$ cat config.mk
export PLATFORM = sky130hd
export DESIGN_NAME = fft8_ctrl
export DESIGN_NICKNAME = d
export VERILOG_FILES = /design/src/rtl/fft8_pkg.sv /design/src/rtl/fft8_ctrl.sv
export SDC_FILE = /design/constraint.sdc
export NUM_CORES = 2
export LEC_CHECK = 0
export CAP_MARGIN = 20
export CELL_PAD_IN_SITES_DETAIL_PLACEMENT = 0
export CELL_PAD_IN_SITES_GLOBAL_PLACEMENT = 2
export CORE_AREA = 2 2 457 459
export DETAILED_ROUTE_END_ITERATION = 10
export DIE_AREA = 0 0 459 461
export PLACE_DENSITY = 0.71
export SYNTH_ARGS = -nofsm -noshare
export SYNTH_HDL_FRONTEND = slang
export SYNTH_SLANG_ARGS = --single-unit
$ cat constraint.sdc
create_clock -name clk -period 2.6 [get_ports clk]
set_clock_uncertainty 0.15 [all_clocks]
set_input_delay 0.65 -clock clk [delete_from_list [all_inputs] [get_ports clk]]
set_output_delay 0.65 -clock clk [all_outputs]
set_load 0.005 [all_outputs]
$ cat src/rtl/fft8_pkg.sv
// Shared definitions for the 8-point FFT sequencer: frame size, index width,
// default sample width, controller state encoding and the 3-bit index reversal
// that maps between natural and DIF-core output order.
package fft8_pkg;

    localparam int FFT_N  = 8;
    localparam int IDX_W  = 3;
    localparam int DEF_DW = 32;
    localparam int LAT_W  = 4;

    typedef enum logic [1:0] {
        LOAD    = 2'd0,
        COMPUTE = 2'd1,
        UNLOAD  = 2'd2
    } state_t;

    // Reverse the bit order of a 3-bit slot/bin index.
    function automatic logic [IDX_W-1:0] bitrev3(input logic [IDX_W-1:0] k);
        return {k[0], k[1], k[2]};
    endfunction

endpackage

$ cat src/rtl/fft8_ctrl.sv
// fft8_ctrl: frame sequencer around a combinational 8-point DIF butterfly core.
// Collects 8 samples, presents them to the core from registers, waits CORE_LAT
// extra cycles, captures the core result and streams the 8 bins out.
// Build option FFT8_BITREV_EN: when defined, outputs leave in natural frequency
// order (obuf[bitrev3(k)], m_idx=k); otherwise in core slot order (obuf[k],
// m_idx=bitrev3(k)).
module fft8_ctrl
    import fft8_pkg::*;
#(
    parameter int DW       = DEF_DW,
    parameter int CORE_LAT = 0
) (
    input  logic              clk,
    input  logic              rst_n,
    input  logic              flush,
    input  logic              s_valid,
    output logic              s_ready,
    input  logic [DW-1:0]     s_real,
    input  logic [DW-1:0]     s_imag,
    output logic [8*DW-1:0]   core_in_real,
    output logic [8*DW-1:0]   core_in_imag,
    input  logic [8*DW-1:0]   core_out_real,
    input  logic [8*DW-1:0]   core_out_imag,
    output logic              m_valid,
    input  logic              m_ready,
    output logic [DW-1:0]     m_real,
    output logic [DW-1:0]     m_imag,
    output logic [IDX_W-1:0]  m_idx,
    output logic              m_last,
    output logic              busy,
    output logic              frame_done
);

    // Slot of obuf carried by the k-th output transfer.
    function automatic logic [IDX_W-1:0] out_slot(input logic [IDX_W-1:0] k);
`ifdef FFT8_BITREV_EN
        return bitrev3(k);
`else
        return k;
`endif
    endfunction

    // Frequency bin label of the k-th output transfer.
    function automatic logic [IDX_W-1:0] out_bin(input logic [IDX_W-1:0] k);
`ifdef FFT8_BITREV_EN
        return k;
`else
        return bitrev3(k);
`endif
    endfunction

    localparam logic [LAT_W-1:0] LAT_INIT = LAT_W'(CORE_LAT);
    localparam logic [IDX_W-1:0] LAST_IDX = IDX_W'(FFT_N - 1);

    state_t             state_r;
    logic [2*DW-1:0]    ibuf_r [FFT_N];
    logic [2*DW-1:0]    obuf_r [FFT_N];
    logic [IDX_W-1:0]   wr_idx_r;
    logic [IDX_W-1:0]   rd_idx_r;
    logic [LAT_W-1:0]   lat_cnt_r;

    logic               s_ready_r;
    logic               m_valid_r;
    logic [DW-1:0]      m_real_r;
    logic [DW-1:0]      m_imag_r;
    logic [IDX_W-1:0]   m_idx_r;
    logic               m_last_r;
    logic               busy_r;
    logic               frame_done_r;

    logic               accept_s;
    logic               xfer_s;
    logic [IDX_W-1:0]   rd_next_s;
    logic [IDX_W-1:0]   next_slot_s;
    logic [IDX_W-1:0]   first_slot_s;

    assign s_ready    = s_ready_r;
    assign m_valid    = m_valid_r;
    assign m_real     = m_real_r;
    assign m_imag     = m_imag_r;
    assign m_idx      = m_idx_r;
    assign m_last     = m_last_r;
    assign busy       = busy_r;
    assign frame_done = frame_done_r;

    // Core inputs come only from the frame buffer, never straight from s_*.
    for (genvar j = 0; j < FFT_N; j++) begin : g_core_in
        assign core_in_real[j*DW +: DW] = ibuf_r[j][2*DW-1:DW];
        assign core_in_imag[j*DW +: DW] = ibuf_r[j][DW-1:0];
    end

    // Handshake qualifiers and the obuf slot selection for the next output.
    always_comb begin
        accept_s     = s_valid && s_ready_r;
        xfer_s       = m_valid_r && m_ready;
        rd_next_s    = rd_idx_r + 3'd1;
        next_slot_s  = out_slot(rd_next_s);
        first_slot_s = out_slot(3'd0);
    end

    // Controller FSM with buffers, counters and registered stream outputs.
    always_ff @(posedge clk or negedge rst_n) begin
        if (!rst_n) begin
            state_r      <= LOAD;
            wr_idx_r     <= 3'd0;
            rd_idx_r     <= 3'd0;
            lat_cnt_r    <= 4'd0;
            s_ready_r    <= 1'b0;
            m_valid_r    <= 1'b0;
            m_real_r     <= '0;
            m_imag_r     <= '0;
            m_idx_r      <= 3'd0;
            m_last_r     <= 1'b0;
            busy_r       <= 1'b0;
            frame_done_r <= 1'b0;
            for (int j = 0; j < FFT_N; j++) begin
                ibuf_r[j] <= '0;
                obuf_r[j] <= '0;
            end
        end else if (flush) begin
            // Abort: buffer contents stay but are stale; counters restart.
            state_r      <= LOAD;
            wr_idx_r     <= 3'd0;
            rd_idx_r     <= 3'd0;
            lat_cnt_r    <= 4'd0;
            s_ready_r    <= 1'b1;
            m_valid_r    <= 1'b0;
            m_last_r     <= 1'b0;
            busy_r       <= 1'b0;
            frame_done_r <= 1'b0;
        end else begin
            frame_done_r <= 1'b0;
            case (state_r)
                LOAD: begin
                    s_ready_r <= 1'b1;
                    if (accept_s) begin
                        ibuf_r[wr_idx_r] <= {s_real, s_imag};
                        if (wr_idx_r == LAST_IDX) begin
                            wr_idx_r  <= 3'd0;
                            lat_cnt_r <= LAT_INIT;
                            state_r   <= COMPUTE;
                            s_ready_r <= 1'b0;
                            busy_r    <= 1'b1;
                        end else begin
                            wr_idx_r <= wr_idx_r + 3'd1;
                        end
                    end
                end
                COMPUTE: begin
                    if (lat_cnt_r == 4'd0) begin
                        for (int j = 0; j < FFT_N; j++) begin
                            obuf_r[j] <= {core_out_real[j*DW +: DW],
                                          core_out_imag[j*DW +: DW]};
                        end
                        // First output is taken straight from the core so it
                        // is valid on the same edge obuf is loaded.
                        rd_idx_r  <= 3'd0;
                        state_r   <= UNLOAD;
                        m_valid_r <= 1'b1;
                        m_real_r  <= core_out_real[first_slot_s*DW +: DW];
                        m_imag_r  <= core_out_imag[first_slot_s*DW +: DW];
                        m_idx_r   <= out_bin(3'd0);
                        m_last_r  <= 1'b0;
                    end else begin
                        lat_cnt_r <= lat_cnt_r - 4'd1;
                    end
                end
                UNLOAD: begin
                    if (xfer_s) begin
                        if (rd_idx_r == LAST_IDX) begin
                            rd_idx_r     <= 3'd0;
                            state_r      <= LOAD;
                            m_valid_r    <= 1'b0;
                            m_last_r     <= 1'b0;
                            busy_r       <= 1'b0;
                            s_ready_r    <= 1'b1;
                            frame_done_r <= 1'b1;
                        end else begin
                            rd_idx_r <= rd_next_s;
                            m_real_r <= obuf_r[next_slot_s][2*DW-1:DW];
                            m_imag_r <= obuf_r[next_slot_s][DW-1:0];
                            m_idx_r  <= out_bin(rd_next_s);
                            m_last_r <= (rd_next_s == LAST_IDX);
                        end
                    end
                end
                default: begin
                    state_r   <= LOAD;
                    m_valid_r <= 1'b0;
                    busy_r    <= 1'b0;
                end
            endcase
        end
    end

endmodule

# Word-level counts from Yosys, hierarchy flattened
# Index checks and enable logic that the tools add are counted.
# op_classes
addsub	3
n_lt_le_gt_ge	3
n_eq_ne	16
muxes	62
n_bitwise	3
reduce_logical	21
# ops
cell	n
$bwmux 512	1
$bmux 64 s3	1
$demux 64 s3	1
$mux 32	6
$mux 64	3
$pmux 32 s2	2
$mux 3	10
$mux 1	20
$ne 3x3->1 const B	6
$mux 4	4
$reduce_and 5->1	3
$mux 2	6
$pmux 3 s2	2
$reduce_and 3->1	4
$ne 2x2->1 const B	5
$eq 3x3->1 const B	3
$reduce_bool 3->1	3
$ge 4x4->1 const B	2
$not 3->4	2
$pmux 4 s2	1
$reduce_and 4->1	2
$add 3x1->3 const B	2
$pmux 1 s3	2
$pmux 2 s3	1
11 further kinds	16
# word_totals
reg_bits	1108
inputBits	581
output_inout_bits	584
elab_cells	136

# Longest topological paths before layout
# logic_depth
word_depth	8
mapped_depth	10
ltp_nobuf	6

# Worst setup path before layout
# Ideal clock, no wire load.
# synth_timing
path_type	reg-to-reg
from	register rd_idx_r[0]
to	register m_real_r[22] (netlist: m_real[22])
setup_ps	124
arrival_ps	2550
required_time_ps	2326
setup_slack_ps	-224
stages_incl_launch_ff	9
path_buffers	3
synth_period_minus_slack_ps	2824
cell_sequence	dfrtp_1 -> ha_1 -> ha_1 -> clkbuf_1 -> buf_1 -> buf_2 -> mux4_2 -> a21oi_1 -> a21oi_1
# synth_between
elab_chain_cells	8
word_cells_on_any_way	11
classes_between	add/sub: 1; eq/ne: 2; mux: 6; bitwise: 1; reduce/logical: 1
# synth_rtl
item	line	text
start, declared	fft8_ctrl.sv:59	logic [IDX_W-1:0] rd_idx_r;
start signal, assigned	fft8_ctrl.sv:179	rd_idx_r <= rd_next_s;
$add 3x1->3	fft8_ctrl.sv:96	rd_next_s = rd_idx_r + 3'd1;
$not 3->4 (not written as such)	fft8_ctrl.sv:180	m_real_r <= obuf_r[next_slot_s][2*DW-1:DW];
$bmux 64 s3	fft8_ctrl.sv:180	
$mux 64 (2 in series)	-	
$mux 32	fft8_ctrl.sv:170	if (rd_idx_r == LAST_IDX) begin
$mux 32	fft8_ctrl.sv:169	if (xfer_s) begin
$pmux 32 s2	fft8_ctrl.sv:133	case (state_r)
end signal, assigned	fft8_ctrl.sv:160	m_real_r <= core_out_real[first_slot_s*DW +: DW];
end signal, assigned	fft8_ctrl.sv:180	
end, declared	fft8_ctrl.sv:64	logic [DW-1:0] m_real_r;
# Several ways; a longest one is shown, not always the timed one. The select of a mux whose other input is x is not followed.
# A chain may end at the register's enable or synchronous reset.

# Worst setup path after layout
# layout_timing
from	register rd_idx_r[1]
to	register m_imag_r[27] (netlist: m_imag[27])
# layout_between
elab_chain_cells	8
word_cells_on_any_way	11
classes_between	add/sub: 1; eq/ne: 2; mux: 6; bitwise: 1; reduce/logical: 1
# layout_rtl
item	line	text
$add 3x1->3	fft8_ctrl.sv:96	
$not 3->4 (not written as such)	fft8_ctrl.sv:181	m_imag_r <= obuf_r[next_slot_s][DW-1:0];
$bmux 64 s3	fft8_ctrl.sv:181	
$mux 64 (not written as such) (2 in series)	fft8_ctrl.sv:181	
$mux 32	fft8_ctrl.sv:170	
$mux 32	fft8_ctrl.sv:169	
$pmux 32 s2	fft8_ctrl.sv:133	
end signal, assigned	fft8_ctrl.sv:161	m_imag_r <= core_out_imag[first_slot_s*DW +: DW];
end signal, assigned	fft8_ctrl.sv:181	
end, declared	fft8_ctrl.sv:65	logic [DW-1:0] m_imag_r;
# Several ways; a longest one is shown, not always the timed one. The select of a mux whose other input is x is not followed.

==> summary.txt <==
Timing
  – Post-route minimum period: roughly 2500 ps
  – Slew margin rel.: 0.542
  – Worst-margin pin slew: 685 ps
  – Final hold vios: 0
  – Final count of negative-setup-slack endpoints: 0
  – Setup ws final: 70.0 ps
  – Setup_tns: 0 ps
  – Fin. max-slew vios: 0
  – Final period util: 0.973
  – Max Clk Rate: about 400 MHz

Power
  – P_leak: between 0.03 and 0.04 uW
  – PwrDens: 686 nW/um2
  – Worst IR Drop VDD: ~0.00064 V

Global routing
  – Total grt overflow: 0
  – Largest net degree at the start of global routing: 111
  – GRT Resource Usage Total: 0.174
  – Vias in the first global route: between 30k and 40k
  – Initial antenna violation count: between 40 and 50
  – First-pass GRT wire length: 268000 um

Clock network
  – TritonCTS clock tree: built
  – Clock Path Buffers: 3
  – # clock sinks: approximately 1.1k
  – Clk slew on worst S/H paths: approximately 60 ps
  – Root Driver: clkbuf_16
  – Clk Latency, worst-skew pair: between 700 and 800 ps
  – CTS H-tree depth: 4
  – CTS buffer count: roughly 130

Floorplanning
  – Core Region: ~210000 um2
  – # rows: around 170
  – Die width: between 400 and 500 um
  – I/O pin cnt: about 1.2k
  – Initial core utilization: 0.220
  – Chip height: 461 um
  – Die footprint: about 210000 um2

Critical path
  – Slowest-stage cell, CP: dfrtp_1
  – Crit Path Category: flip-flop to flip-flop
  – Critical path, cell by cell: buf_4 > ha_4 > buf_12 > buf_12 > buf_12 > mux2i_1 > buf_4 > o22ai_1 > a21oi_1 > a21oi_1
  – Top delay family on crit path: buffers and inverters
  – Critical path peak fanout: 16
  – Slowest cell delay on critical path: 400 ps
  – CP Launch Type: flip-flop
  – Most used cell, CP: buf_12
  – Crit end category: flip-flop
  – Critical path buffer and inverter count: 5
  – Worst Path Arrival: slightly above 3000 ps
  – Req. time, crit path: between 3000 and 4000 ps

Routing
  – Iter 0 DRT Violations: 2335
  – Top Layer Used: met5
  – ANT nets after route: 0
  – DRT Pass-1 Iters: 5
  – Vias: 35.4k
  – Routed met1 length: around 77000 um
  – Vias per std cell: 4.31
  – Met2 wire len: 96100 um
  – WL final: between 150000 and 200000 um
  – Remaining DRCs: 0
  – Wire per inst: 23.3 um
  – Met3 Wirelength: 12600 um

Finish
  – Layout overhead on the synthesized area: 48.3%
  – Layout cell share with drive strength beyond 1: 0.204
  – Final Util: 0.326
  – Nets: between 5k and 6k
  – Commonest non-fill, non-tap cells in the layout: 1547 x nand2_1, 1104 x dfrtp_1, 1064 x clkdlybuf4s50_1
  – Filler Cells Inserted: between 20k and 25k
  – Commonest non-fill, non-tap cell in the layout: nand2_1
  – Fin cells: roughly 8.2k

Yosys
  – Main synth FF type: dfrtp_1
  – EDFF count, synth: 0
  – Netlist cell types: 43
  – Avg Cell Area, Syn: between 10 and 15 um2
  – Synthesized flop and latch total: roughly 1.1k
  – Synth Cell Area: about 45000 um2
  – Post-Synthesis Cells: 4021
  – Asr flop ratio synth: 1.00
  – YS warnings: 0
  – Largest area contributor in the netlist: dfrtp_1
  – Seq/Total Area, Yosys: 0.611
  – Syn_nets: 4609
  – Dominant cells by area after synthesis: dfrtp_1 61%, nand2_1 13%, mux2_2 13%, mux4_2 3.1%, mux2i_1 3.0%
  – Yosys top cell area share: 0.611

Place
  – Placed cells: 7939
  – Buffers on Ports: 1164
  – Dpl ws: -600 ps
  – DP Wirelength: ~150000 um
  – Gpl congestion: 0.834

Hold path
  – Hold crit path type: input port to async pin

Job
  – Max_cap viols: 0

Run status
  – Status: finished clean
metal layers:
layer / global-route usage / vias up
met4: 0.0591 / 36
met1: 0.208 / 17800
met3: 0.0469 / 265
li1: - / 16100
met2: 0.303 / 1196
met5: 0 / -
synth_stat cells, types with 2 or more instances:
cell / instances
a21oi_1: 196
and3_1: 2
and3b_1: 2
buf_1: 19
buf_2: 64
buf_4: 24
clkbuf_1: 139
dfrtp_1: 1108
ha_1: 7
inv_1: 7
mux2_2: 513
mux2i_1: 136
mux4_2: 63
nand2_1: 1550
nand2b_1: 4
nand3b_1: 3
nand4b_1: 2
nor2_1: 79
nor3_1: 6
nor3b_1: 5
o21ai_0: 4
o22ai_1: 66
o32ai_1: 2
timing repair:
action	4_1_cts	5_1_grt
gates resized for setup	103	21
hold buffers	1	0
setup buffers	4	16
pin swaps	1	3
endpoints found under the hold margin	208	0
setup endpoints to repair	206	71
cloned	0	4
final timing paths:
kind / slack [ps] / start / end / cells past startpoint
setup / recovery: 70 / rd_idx_r[1] / m_imag[27] / 10
setup reg to reg: 70 / rd_idx_r[1] / m_imag[27] / 10
min in group clk: 250 / core_out_real[248] / obuf_r[56] / 3
hold reg to reg: 320 / obuf_r[400] / obuf_r[400] / 2
hold / removal: 200 / rst_n / obuf_r[86] / 2
max in group asynchronous: 1030 / rst_n / core_in_real[196] / 4
report_power, final:
group / leakage [uW] / total [uW] / switching [uW] / internal, uW
Clock: 0.00209 / 18400 / 7690 / 10700
Sequential: 0.0145 / 20500 / 1210 / 19300
Combinational: 0.0162 / 7220 / 2820 / 4390
per-stage QoR:
stage,hold WS [ps],instance area (um2),total power [uW]
6_report,204,67300,46100
5_1_grt,154,67300,48200
4_1_cts,121,66900,46900
3_5_place_dp,308,62600,28300
3_3_place_gp,303,62600,28100
2_1_floorplan,204,45400,22600
cells by family (layout without fill, tap and decap cells):
family                     after synthesis  in the layout  share of synthesized area
DFF                                   1108           1108                      0.611
and+or+nand+nor                       1664           1664                      0.141
buffers and inverters                  254           1722                     0.0248
other                                    0             22                          0
AOI/OAI and AO/OA                      276            276                     0.0330
muxes                                  712            712                      0.189
adders and majority gates                7              7                    0.00193
area by class of cell:
cell class                      instances  area (um2)  share of cell area
Timing Repair Buffer                 1486       15100               0.225
Clock buffer                          201        3860              0.0574
Multi-Input combinational cell       2659       16700               0.248
Tap cell                             2704        3380              0.0503
Inverter                                7        26.3            0.000391
Clock inverter                         28         429             0.00638
Sequential cell                      1108       27700               0.412
Antenna cell                           22        55.1            0.000818
sequential cells by signal, summed over array words and instances (netlist names):
| register | count |
|---|---|
| rd_idx_r | 3 |
| core_in_real | 256 |
| m_real | 32 |
| m_valid | 1 |
| m_idx | 3 |
| lat_cnt_r | 4 |
| core_in_imag | 256 |
| state_r | 2 |
| m_imag | 32 |
| wr_idx_r | 3 |
| s_ready | 1 |
| m_last | 1 |
| obuf_r | 512 |
| frame_done | 1 |
| busy | 1 |
Power figures use the tool's default switching activity.
